--- src/rtl/loop_playback.sv ---
// loop_playback: streams recorded samples from a synchronous-read sample
// memory, one per audio strobe, with optional looping and a half-amplitude
// echo tap mixed in with saturation.
//
// state      | meaning
// -----------+-----------------------------------------------------------
// IDLE       | stopped, position held at 0, waiting for play with length
// ARMED      | playing, waiting for the next audio strobe
// FETCH_MAIN | reading the sample at pos (READ_LATENCY+1 cycles)
// FETCH_ECHO | reading the sample at pos-ECHO_DELAY (READ_LATENCY+1 cycles)
// EMIT       | register mixed sample, advance or finish
// DONE       | one-shot finished, waiting for play to drop
module loop_playback #(
  parameter int ADDR_WIDTH   = 16,
  parameter int SAMPLE_WIDTH = 8,
  parameter int READ_LATENCY = 2,
  parameter int ECHO_DELAY   = 3000
) (
  input  logic                           clk_in,
  input  logic                           rst_in,
  input  logic                           play_in,
  input  logic                           loop_in,
  input  logic                           echo_en_in,
  input  logic [ADDR_WIDTH-1:0]          length_in,
  input  logic                           audio_valid_in,
  output logic [ADDR_WIDTH-1:0]          mem_addr_out,
  input  logic signed [SAMPLE_WIDTH-1:0] mem_data_in,
  output logic signed [SAMPLE_WIDTH-1:0] sample_out,
  output logic                           sample_valid_out,
  output logic [ADDR_WIDTH-1:0]          position_out,
  output logic                           busy_out,
  output logic                           done_out,
  output logic                           overrun_out
);

  typedef enum logic [2:0] {
    S_IDLE,
    S_ARMED,
    S_FETCH_MAIN,
    S_FETCH_ECHO,
    S_EMIT,
    S_DONE
  } state_t;

  localparam int CNT_W = (READ_LATENCY < 1) ? 1 : $clog2(READ_LATENCY + 1);
  localparam logic [CNT_W-1:0]      CNT_LOAD = CNT_W'(READ_LATENCY);
  localparam logic [ADDR_WIDTH-1:0] ECHO_OFS = ADDR_WIDTH'(ECHO_DELAY);
  localparam logic signed [SAMPLE_WIDTH-1:0] SAT_MAX = {1'b0, {(SAMPLE_WIDTH-1){1'b1}}};
  localparam logic signed [SAMPLE_WIDTH-1:0] SAT_MIN = {1'b1, {(SAMPLE_WIDTH-1){1'b0}}};

  state_t                          state_q, state_d;
  logic [ADDR_WIDTH-1:0]           pos_q, pos_d;
  logic [ADDR_WIDTH-1:0]           len_q, len_d;
  logic [CNT_W-1:0]                cnt_q, cnt_d;
  logic [ADDR_WIDTH-1:0]           mem_addr_q, mem_addr_d;
  logic signed [SAMPLE_WIDTH-1:0]  main_q, main_d;
  logic signed [SAMPLE_WIDTH-1:0]  echo_q, echo_d;
  logic signed [SAMPLE_WIDTH-1:0]  sample_q, sample_d;
  logic                            sample_valid_q, sample_valid_d;
  logic                            done_q, done_d;
  logic                            overrun_q, overrun_d;

  logic signed [SAMPLE_WIDTH-1:0]  echo_half;
  logic [SAMPLE_WIDTH:0]           mix_sum;
  logic signed [SAMPLE_WIDTH-1:0]  mix_sat;
  logic [ADDR_WIDTH-1:0]           pos_inc;

  // Mix main sample with half the echo sample, one bit of headroom, clamp on overflow.
  always_comb begin
    echo_half = echo_q >>> 1;
    mix_sum   = {main_q[SAMPLE_WIDTH-1], main_q} + {echo_half[SAMPLE_WIDTH-1], echo_half};
    mix_sat   = mix_sum[SAMPLE_WIDTH-1:0];
    if (mix_sum[SAMPLE_WIDTH] != mix_sum[SAMPLE_WIDTH-1]) begin
      mix_sat = mix_sum[SAMPLE_WIDTH] ? SAT_MIN : SAT_MAX;
    end
  end

  // Next-state and datapath updates; play_in low aborts ahead of any strobe.
  always_comb begin
    state_d        = state_q;
    pos_d          = pos_q;
    len_d          = len_q;
    cnt_d          = cnt_q;
    mem_addr_d     = mem_addr_q;
    main_d         = main_q;
    echo_d         = echo_q;
    sample_d       = sample_q;
    sample_valid_d = 1'b0;
    done_d         = 1'b0;
    overrun_d      = overrun_q;
    pos_inc        = pos_q + 1'b1;

    if (audio_valid_in &&
        (state_q == S_FETCH_MAIN || state_q == S_FETCH_ECHO || state_q == S_EMIT)) begin
      overrun_d = 1'b1;
    end

    case (state_q)
      S_IDLE: begin
        pos_d = '0;
        if (play_in && (length_in != '0)) begin
          len_d   = length_in;
          state_d = S_ARMED;
        end
      end

      S_ARMED: begin
        if (!play_in) begin
          state_d = S_IDLE;
          pos_d   = '0;
        end else if (audio_valid_in) begin
          mem_addr_d = pos_q;
          cnt_d      = CNT_LOAD;
          state_d    = S_FETCH_MAIN;
        end
      end

      S_FETCH_MAIN: begin
        if (!play_in) begin
          state_d = S_IDLE;
          pos_d   = '0;
        end else if (cnt_q == '0) begin
          main_d = mem_data_in;
          if (echo_en_in && (pos_q >= ECHO_OFS)) begin
            mem_addr_d = pos_q - ECHO_OFS;
            cnt_d      = CNT_LOAD;
            state_d    = S_FETCH_ECHO;
          end else begin
            echo_d  = '0;
            state_d = S_EMIT;
          end
        end else begin
          cnt_d = cnt_q - 1'b1;
        end
      end

      S_FETCH_ECHO: begin
        if (!play_in) begin
          state_d = S_IDLE;
          pos_d   = '0;
        end else if (cnt_q == '0) begin
          echo_d  = mem_data_in;
          state_d = S_EMIT;
        end else begin
          cnt_d = cnt_q - 1'b1;
        end
      end

      S_EMIT: begin
        if (!play_in) begin
          state_d = S_IDLE;
          pos_d   = '0;
        end else begin
          sample_d       = mix_sat;
          sample_valid_d = 1'b1;
          if (pos_inc < len_q) begin
            pos_d   = pos_inc;
            state_d = S_ARMED;
          end else if (loop_in) begin
            pos_d   = '0;
            state_d = S_ARMED;
          end else begin
            done_d  = 1'b1;
            state_d = S_DONE;
          end
        end
      end

      S_DONE: begin
        if (!play_in) begin
          state_d = S_IDLE;
        end
      end

      default: begin
        state_d = S_IDLE;
        pos_d   = '0;
      end
    endcase
  end

  // State and datapath registers with synchronous active-low reset.
  always_ff @(posedge clk_in) begin
    if (!rst_in) begin
      state_q        <= S_IDLE;
      pos_q          <= '0;
      len_q          <= '0;
      cnt_q          <= '0;
      mem_addr_q     <= '0;
      main_q         <= '0;
      echo_q         <= '0;
      sample_q       <= '0;
      sample_valid_q <= 1'b0;
      done_q         <= 1'b0;
      overrun_q      <= 1'b0;
    end else begin
      state_q        <= state_d;
      pos_q          <= pos_d;
      len_q          <= len_d;
      cnt_q          <= cnt_d;
      mem_addr_q     <= mem_addr_d;
      main_q         <= main_d;
      echo_q         <= echo_d;
      sample_q       <= sample_d;
      sample_valid_q <= sample_valid_d;
      done_q         <= done_d;
      overrun_q      <= overrun_d;
    end
  end

  assign mem_addr_out     = mem_addr_q;
  assign sample_out       = sample_q;
  assign sample_valid_out = sample_valid_q;
  assign position_out     = pos_q;
  assign busy_out         = (state_q != S_IDLE) && (state_q != S_DONE);
  assign done_out         = done_q;
  assign overrun_out      = overrun_q;

endmodule

--- config.mk ---
export PLATFORM = sky130hd
export DESIGN_NAME = loop_playback
export DESIGN_NICKNAME = d
export VERILOG_FILES = /design/src/rtl/loop_playback.sv
export SDC_FILE = /design/constraint.sdc
export NUM_CORES = 1
export LEC_CHECK = 0
export BUFFER_PORTS_ARGS = -buffer_cell sky130_fd_sc_hd__buf_2
export CAP_MARGIN = 30
export CORE_ASPECT_RATIO = 1.1
export CORE_UTILIZATION = 50
export DETAILED_ROUTE_END_ITERATION = 10
export PLACE_DENSITY = 0.78
export SYNTH_ARGS = -nofsm -noshare
export SYNTH_HDL_FRONTEND = slang
export SYNTH_SLANG_ARGS = --single-unit
--- constraint.sdc ---
create_clock -name clk_in -period 4.02 [get_ports clk_in]
set_clock_uncertainty 0.05 [all_clocks]
set_input_delay 0.201 -clock clk_in [delete_from_list [all_inputs] [get_ports clk_in]]
set_output_delay 0.201 -clock clk_in [all_outputs]
set_load 0.005 [all_outputs]
==> flow_summary_export.csv, run 1 <==
group,metric,value,unit
synth,yosysUniqueCellTypes,54,
worst_setup_path,rrSetupSlack,340,ps
worst_setup_path,slowest_stage,"dfxtp_1",
synth,synth-seq-cells,79,
worst_setup_path,end_kind,"flip-flop",
placed_design,post-place-ws,425,ps
sta,fin_tns_setup,0,ps
detailed_routing,detail_route.iter0.violations,278,
sta,period_minus_slack,3680,ps
worst_setup_path,crit_type,"reg2reg",
power,power.density,324,nW/um^2
detailed_routing,firstDrtPassIters,5,
synth,synthCells,556,
clock_network,clkLatencyLatePin,350,ps
detailed_routing,wl_per_cell,14.6,um
die,core,8540,um^2
flow_run,maxCapViolations,0,
die,chipHeight,102,um
worst_setup_path,critical_path_buf_inv_count,1,
synth,synth-edff-count,0,
global_routing,grt_pass1_wl,17.3,mm
synth,ys.flop_type,"dfxtp_1",
layout,final_nets,674,
worst_setup_path,critical_path.top_delay_family,"simple AND/OR/NAND/NOR gates",
min_path,hold_path.startpoint,"mem_data_in[0]",
clock_network,postCtsHoldBufs,0,
worst_setup_path,critPathRequiredTime,4250,ps
detailed_routing,ant_nets,0,
die,initial_core_util,52.7,%
clock_network,ctsLongestPathBuffers,2,
sta,worst_pin_slew,990,ps
synth,synthTopCellsByArea,"dfxtp_1 (35%), ha_1 (7.8%), nor2_1 (5.8%), nand2_1 (5.5%), mux2i_1 (4.7%)",
die,die_w,92.5,um
worst_setup_path,rr_startpoint,"position_out[0]",
placed_design,gp_congestion,0.890,
die,die-area,9390,um^2
die,ioPinCount,74,
clock_network,clockRootBuffer,"clkbuf_8",
global_routing,grt.total_usage,23.2,%
detailed_routing,viasPerCell,5.60,
worst_setup_path,slowest_delay,480,ps
clock_network,htree_levels,3,
global_routing,grt_max_degree,59,
layout,antenna-diode-count,0,
synth,yosysSeqAreaShare,35.1,%
detailed_routing,finalWirelength,10.6,mm
power,total_power,0.00165,W
clock_network,cts_tree,"built",
sta,max_freq,272,MHz
detailed_routing,drc_errors,0,
global_routing,overflow,0,
sta,fin_ws,344,ps
clock_network,postCtsResizedCells,0,
synth,synth_warnings,0,
detailed_routing,vias,4079,
clock_network,cts.clk_slew.worst_paths,80,ps
synth,yosysTopAreaCell,"dfxtp_1",
clock_network,numCtsBuffers,9,
layout,drive_gt1_share,19.1,%
placed_design,numPortBuffers,73,
clock_network,cts_setup_buffers,0,
power,vdd_ir_drop_max,0.000259,V
placed_design,dp_hpwl,7.94,mm
sta,final_max_slew_viol_count,0,
sta,relSlewSlack,33.8,%
min_path,hp-class,"in2reg",
worst_setup_path,start_kind,"flip-flop",
layout,area_growth,13.5,%
clock_network,cts_sinks,79,
power,p_leak,2.17,nW
sta,finalHoldViolCount,0,
sta,rsz0062_at_grt,"false",
synth,syn_area,4500,um^2
global_routing,grt_pass1_vias,3695,
sta,setup_viol,0,
synth,synthArstFlopShare,0,%
status,status,"finished clean",
global_routing,antenna_found_initial,0,
synth,yosysTopAreaCellShare,35.1,%
synth,syn_avg_cell_area,8.10,um^2
worst_setup_path,startpoint,"position_out[0]",
sta,min_period_over_period,91.4,%
synth,synth_nets,615,
worst_setup_path,critPathMaxFanout,9,
die,fp-row-count,35,
worst_setup_path,cp_cell_sequence,"ha_1 > nand3_1 > or3_1 > and2_1 > or2_2 > ha_1 > nand2_1 > o21ai_0 > a221oi_1 > o211ai_1 > buf_4 > o21bai_1 > o21ai_0",
worst_setup_path,critPathArrivalTime,3900,ps
[cell usage after synthesis, types with 5 or more instances]
library cell  count
a211oi_1          5
a211oi_2          7
a21oi_1          32
and2_1            6
clkbuf_1         21
dfxtp_1          79
ha_1             28
inv_1            33
mux2i_1          21
nand2_1          66
nand2b_1         17
nand3_1          10
nand4_1          12
nor2_1           70
nor3_1            5
nor4_1            6
o21a_1            5
o21ai_0          29
o21bai_1          7
o22ai_1           6
or2_2             8
xnor2_1          14
xor2_1            7
[final cells by class]
| type | instances | area (um^2) |
|---|---|---|
| Fill cell | 769 | 3430 |
| Multi-Input combinational cell | 412 | 2650 |
| Sequential cell | 79 | 1580 |
| Timing Repair Buffer | 80 | 418 |
| Tap cell | 111 | 139 |
| Clock buffer | 9 | 124 |
| Inverter | 33 | 124 |
| Clock inverter | 5 | 75.1 |
[power by group]
| part | leakage, nW | total (W) | internal (W) | switching, W |
|---|---|---|---|---|
| combinational | 1.42 | 0.000201 | 0.0000863 | 0.000115 |
| sequential | 0.640 | 0.000835 | 0.000810 | 0.0000246 |
| clock | 0.105 | 0.000619 | 0.000340 | 0.000279 |
[path summary, 6_finish.rpt]
path | to | depth (start not counted)
min | main_q[0] | 3
min reg2reg | echo_q[4] | 2
max | position_out[3] | 13
max reg2reg | position_out[3] | 13
[logic make-up (layout without fill, tap and decap cells)]
| logic type | count (synthesis) | count (layout) | share of synthesized area, % |
|---|---|---|---|
| flops | 79 | 79 | 35.1 |
| buf+inv | 65 | 127 | 6.00 |
| compound gates | 122 | 122 | 18.8 |
| xor+xnor | 21 | 21 | 4.09 |
| mux | 21 | 21 | 4.67 |
| fa+ha+maj | 29 | 29 | 8.23 |
| simple gates | 219 | 219 | 23.1 |
[worst min-delay path, stage by stage]
cell	delay, ps
buf_2	100
nand2_1	40
a21oi_1	50
[metrics by stage]
step	cells	hold slack (ps)	instance area, um^2	util (%)
CTS	729	30.7	5110	59.9
detailed placement	715	400	4910	57.5
floorplan	556	287	4500	-
finish	729	38.3	5110	59.9
global route	729	43.3	5110	59.9
global placement	714	393	4900	57.4
[registers in the layout, indices dropped and copies added (netlist names)]
signal,count
cnt_q,2
done_out,1
echo_q,7
len_q,16
main_q,8
mem_addr_out,16
overrun_out,1
position_out,16
sample_out,8
sample_valid_out,1
state_q,3
[placed cells by master, fill, tap and decap left out, types with 4 or more instances in the layout]
cell type / count
a211oi_1: 5
a211oi_2: 7
a21o_1: 4
a21oi_1: 32
and2_1: 6
buf_2: 73
buf_4: 7
clkbuf_8: 9
dfxtp_1: 79
ha_1: 28
inv_1: 32
mux2i_1: 21
nand2_1: 66
nand2b_1: 17
nand3_1: 10
nand4_1: 12
nor2_1: 70
nor3_1: 5
nor4_1: 6
o21a_1: 5
o21ai_0: 29
o21bai_1: 7
o221a_2: 4
o22ai_1: 6
o2bb2ai_1: 4
or2_2: 8
or3_1: 4
xnor2_1: 14
xor2_1: 7
[per-layer routing]
metal  vias up  wire length, um  GRT usage (%)
met5         -                0              0
met4         0              221           9.98
met3        17              546           4.35
met2       127             5020           37.1
met1      1886             4870           30.7
li1       2049                -              -
(Power assumes the default switching activity.)
==> inputs of run 2 (changes only) <==
--- a/config.mk
+++ b/config.mk
@@ -11,6 +11,7 @@
 export CORE_UTILIZATION = 50
 export DETAILED_ROUTE_END_ITERATION = 10
 export PLACE_DENSITY = 0.78
+export REMOVE_ABC_BUFFERS = 1
 export SYNTH_ARGS = -nofsm -noshare
 export SYNTH_HDL_FRONTEND = slang
 export SYNTH_SLANG_ARGS = --single-unit
==> flow_summary_export.csv, run 2 (synthesis gave the netlist of run 1 again) <==
group,metric,value,unit
detailed_routing,viasPerCell,5.50,
die,chipHeight,102,um
clock_network,cts_sinks,79,
detailed_routing,top_layer_used,"met4",
global_routing,overflow,0,
detailed_routing,vias,4020,
clock_network,cts.clk_slew.worst_paths,80,ps
detailed_routing,firstDrtPassIters,4,
sta,period_minus_slack,3630,ps
clock_network,clockRootBuffer,"clkbuf_8",
global_routing,grt_pass1_wl,17.0,mm
layout,layout_common_cells,"dfxtp_1 (79), buf_2 (73), nor2_1 (70), nand2_1 (66)",
sta,setup_viol,0,
layout,final_nets,674,
sta,min_period_over_period,90.3,%
layout,area_growth,14.1,%
power,p_int,0.00128,W
power,power_switching,0.000423,W
die,fp-row-count,35,
die,die-area,9390,um^2
die,core,8540,um^2
detailed_routing,wl_per_cell,14.1,um
worst_setup_path,critPathMaxFanout,16,
clock_network,clkLatencyLatePin,350,ps
sta,relSlewSlack,34.2,%
detailed_routing,drc_errors,0,
layout,finalCoreUtilization,60.1,%
worst_setup_path,critPathRequiredTime,4240,ps
die,ioPinCount,74,
die,initial_core_util,52.7,%
worst_setup_path,rrSetupSlack,390,ps
power,vdd_ir_drop_max,0.000249,V
detailed_routing,detail_route.iter0.violations,262,
global_routing,grt_pass1_vias,3662,
global_routing,antenna_found_initial,0,
worst_setup_path,critPathArrivalTime,3850,ps
status,status,"finished clean",
flow_run,maxCapViolations,0,
sta,finalHoldViolCount,0,
placed_design,dp_hpwl,7.64,mm
detailed_routing,ant_nets,0,
clock_network,cts_setup_buffers,0,
worst_setup_path,start_kind,"flip-flop",
power,power_frac_seq,49.0,%
layout,drive_gt1_share,19.0,%
placed_design,numPortBuffers,73,
worst_setup_path,end_kind,"flip-flop",
clock_network,numCtsBuffers,9,
placed_design,gp_congestion,0.948,
detailed_routing,wl_met2,4.74,mm
global_routing,grt.total_usage,22.7,%
sta,max_freq,275,MHz
layout,final_common_cell,"dfxtp_1",
sta,fin_tns_setup,0,ps
sta,rsz0062_at_grt,"false",
power,comb_power_share,11.7,%
detailed_routing,m1WireLength,4.84,mm
clock_network,postCtsResizedCells,0,
layout,fillCellCount,799,
die,die_w,92.5,um
power,power.density,332,nW/um^2
power,clkPwrFrac,39.3,%
sta,worst_pin_slew,984,ps
detailed_routing,dr_wl_met3,592,um
power,p_sw_share,24.8,%
clock_network,ctsLongestPathBuffers,2,
min_path,hp-class,"in2reg",
detailed_routing,finalWirelength,10.3,mm
layout,antenna-diode-count,0,
global_routing,grt_max_degree,59,
clock_network,htree_levels,3,
clock_network,cts_tree,"built",
worst_setup_path,crit_type,"reg2reg",
sta,final_max_slew_viol_count,0,
power,p_leak,2.18,nW
clock_network,postCtsHoldBufs,0,
==> run 2: changes by cell type in the layout (fill, tap and decap cells not counted) <==
| cell | change |
|---|---|
| clkbuf_8 | +2 |
| clkinv_2 | -2 |
| clkbuf_1 | +2 |
==> run 2: final cells by class <==
class	count	area, um^2	area share, %
clock inverters	3	65.1	1.27
repair buffers	80	418	8.14
inverters	33	124	2.41
flip-flops and latches	79	1580	30.8
clock buffers	13	159	3.09
well taps	111	139	2.70
multi-input cells	412	2650	51.6
==> run 2: worst paths after layout <==
kind                                       from  cells after the start          endpoint
worst max-delay path            position_out[3]                     14  position_out[11]
worst min-delay path             mem_data_in[0]                      3         main_q[0]
worst max register to register  position_out[3]                     14  position_out[11]
worst min register to register        main_q[4]                      2         main_q[4]
==> run 2: metal layers <==
layer  vias up  GRT usage (%)
li1       2046              -
met1      1844           29.5
met2       118           37.9
met3        12           4.73
met4         0           7.33
met5         -              0
==> run 2: worst max-delay path: stages (launching register included) <==
cell       delay, ps
dfxtp_1          510
ha_1             280
nand3_1          120
or2_2            350
nor4_1           330
nand2b_1         170
nand2_1           60
ha_1             290
nand4_1          140
nor4b_1          420
o2111ai_1        170
o21ai_0          170
nor2_1            90
buf_4            200
o31ai_1          210
==> run 2: power groups by stage <==
stage | registers, W | logic [W] | clock network (W)
5_1_grt | 0.000839 | 0.000223 | 0.000706
3_5_place_dp | 0.000853 | 0.000198 | 0
2_1_floorplan | 0.000848 | 0.000131 | 0
4_1_cts | 0.000834 | 0.000200 | 0.000678
3_3_place_gp | 0.000851 | 0.000192 | 0
6_report | 0.000835 | 0.000200 | 0.000669
==> run 2: stage by stage <==
step | total power, W | std cells | hold WS [ps] | instance area [um^2] | setup slack, ps
after floorplan | 0.000978 | 524 | 269 | 4360 | 651
after global placement | 0.00104 | 714 | 395 | 4900 | 289
after detailed placement | 0.00105 | 715 | 401 | 4910 | 457
after CTS | 0.00171 | 731 | 25.5 | 5140 | 429
after global routing | 0.00177 | 731 | 33.7 | 5140 | 67.3
final | 0.00170 | 731 | 37.3 | 5140 | 389
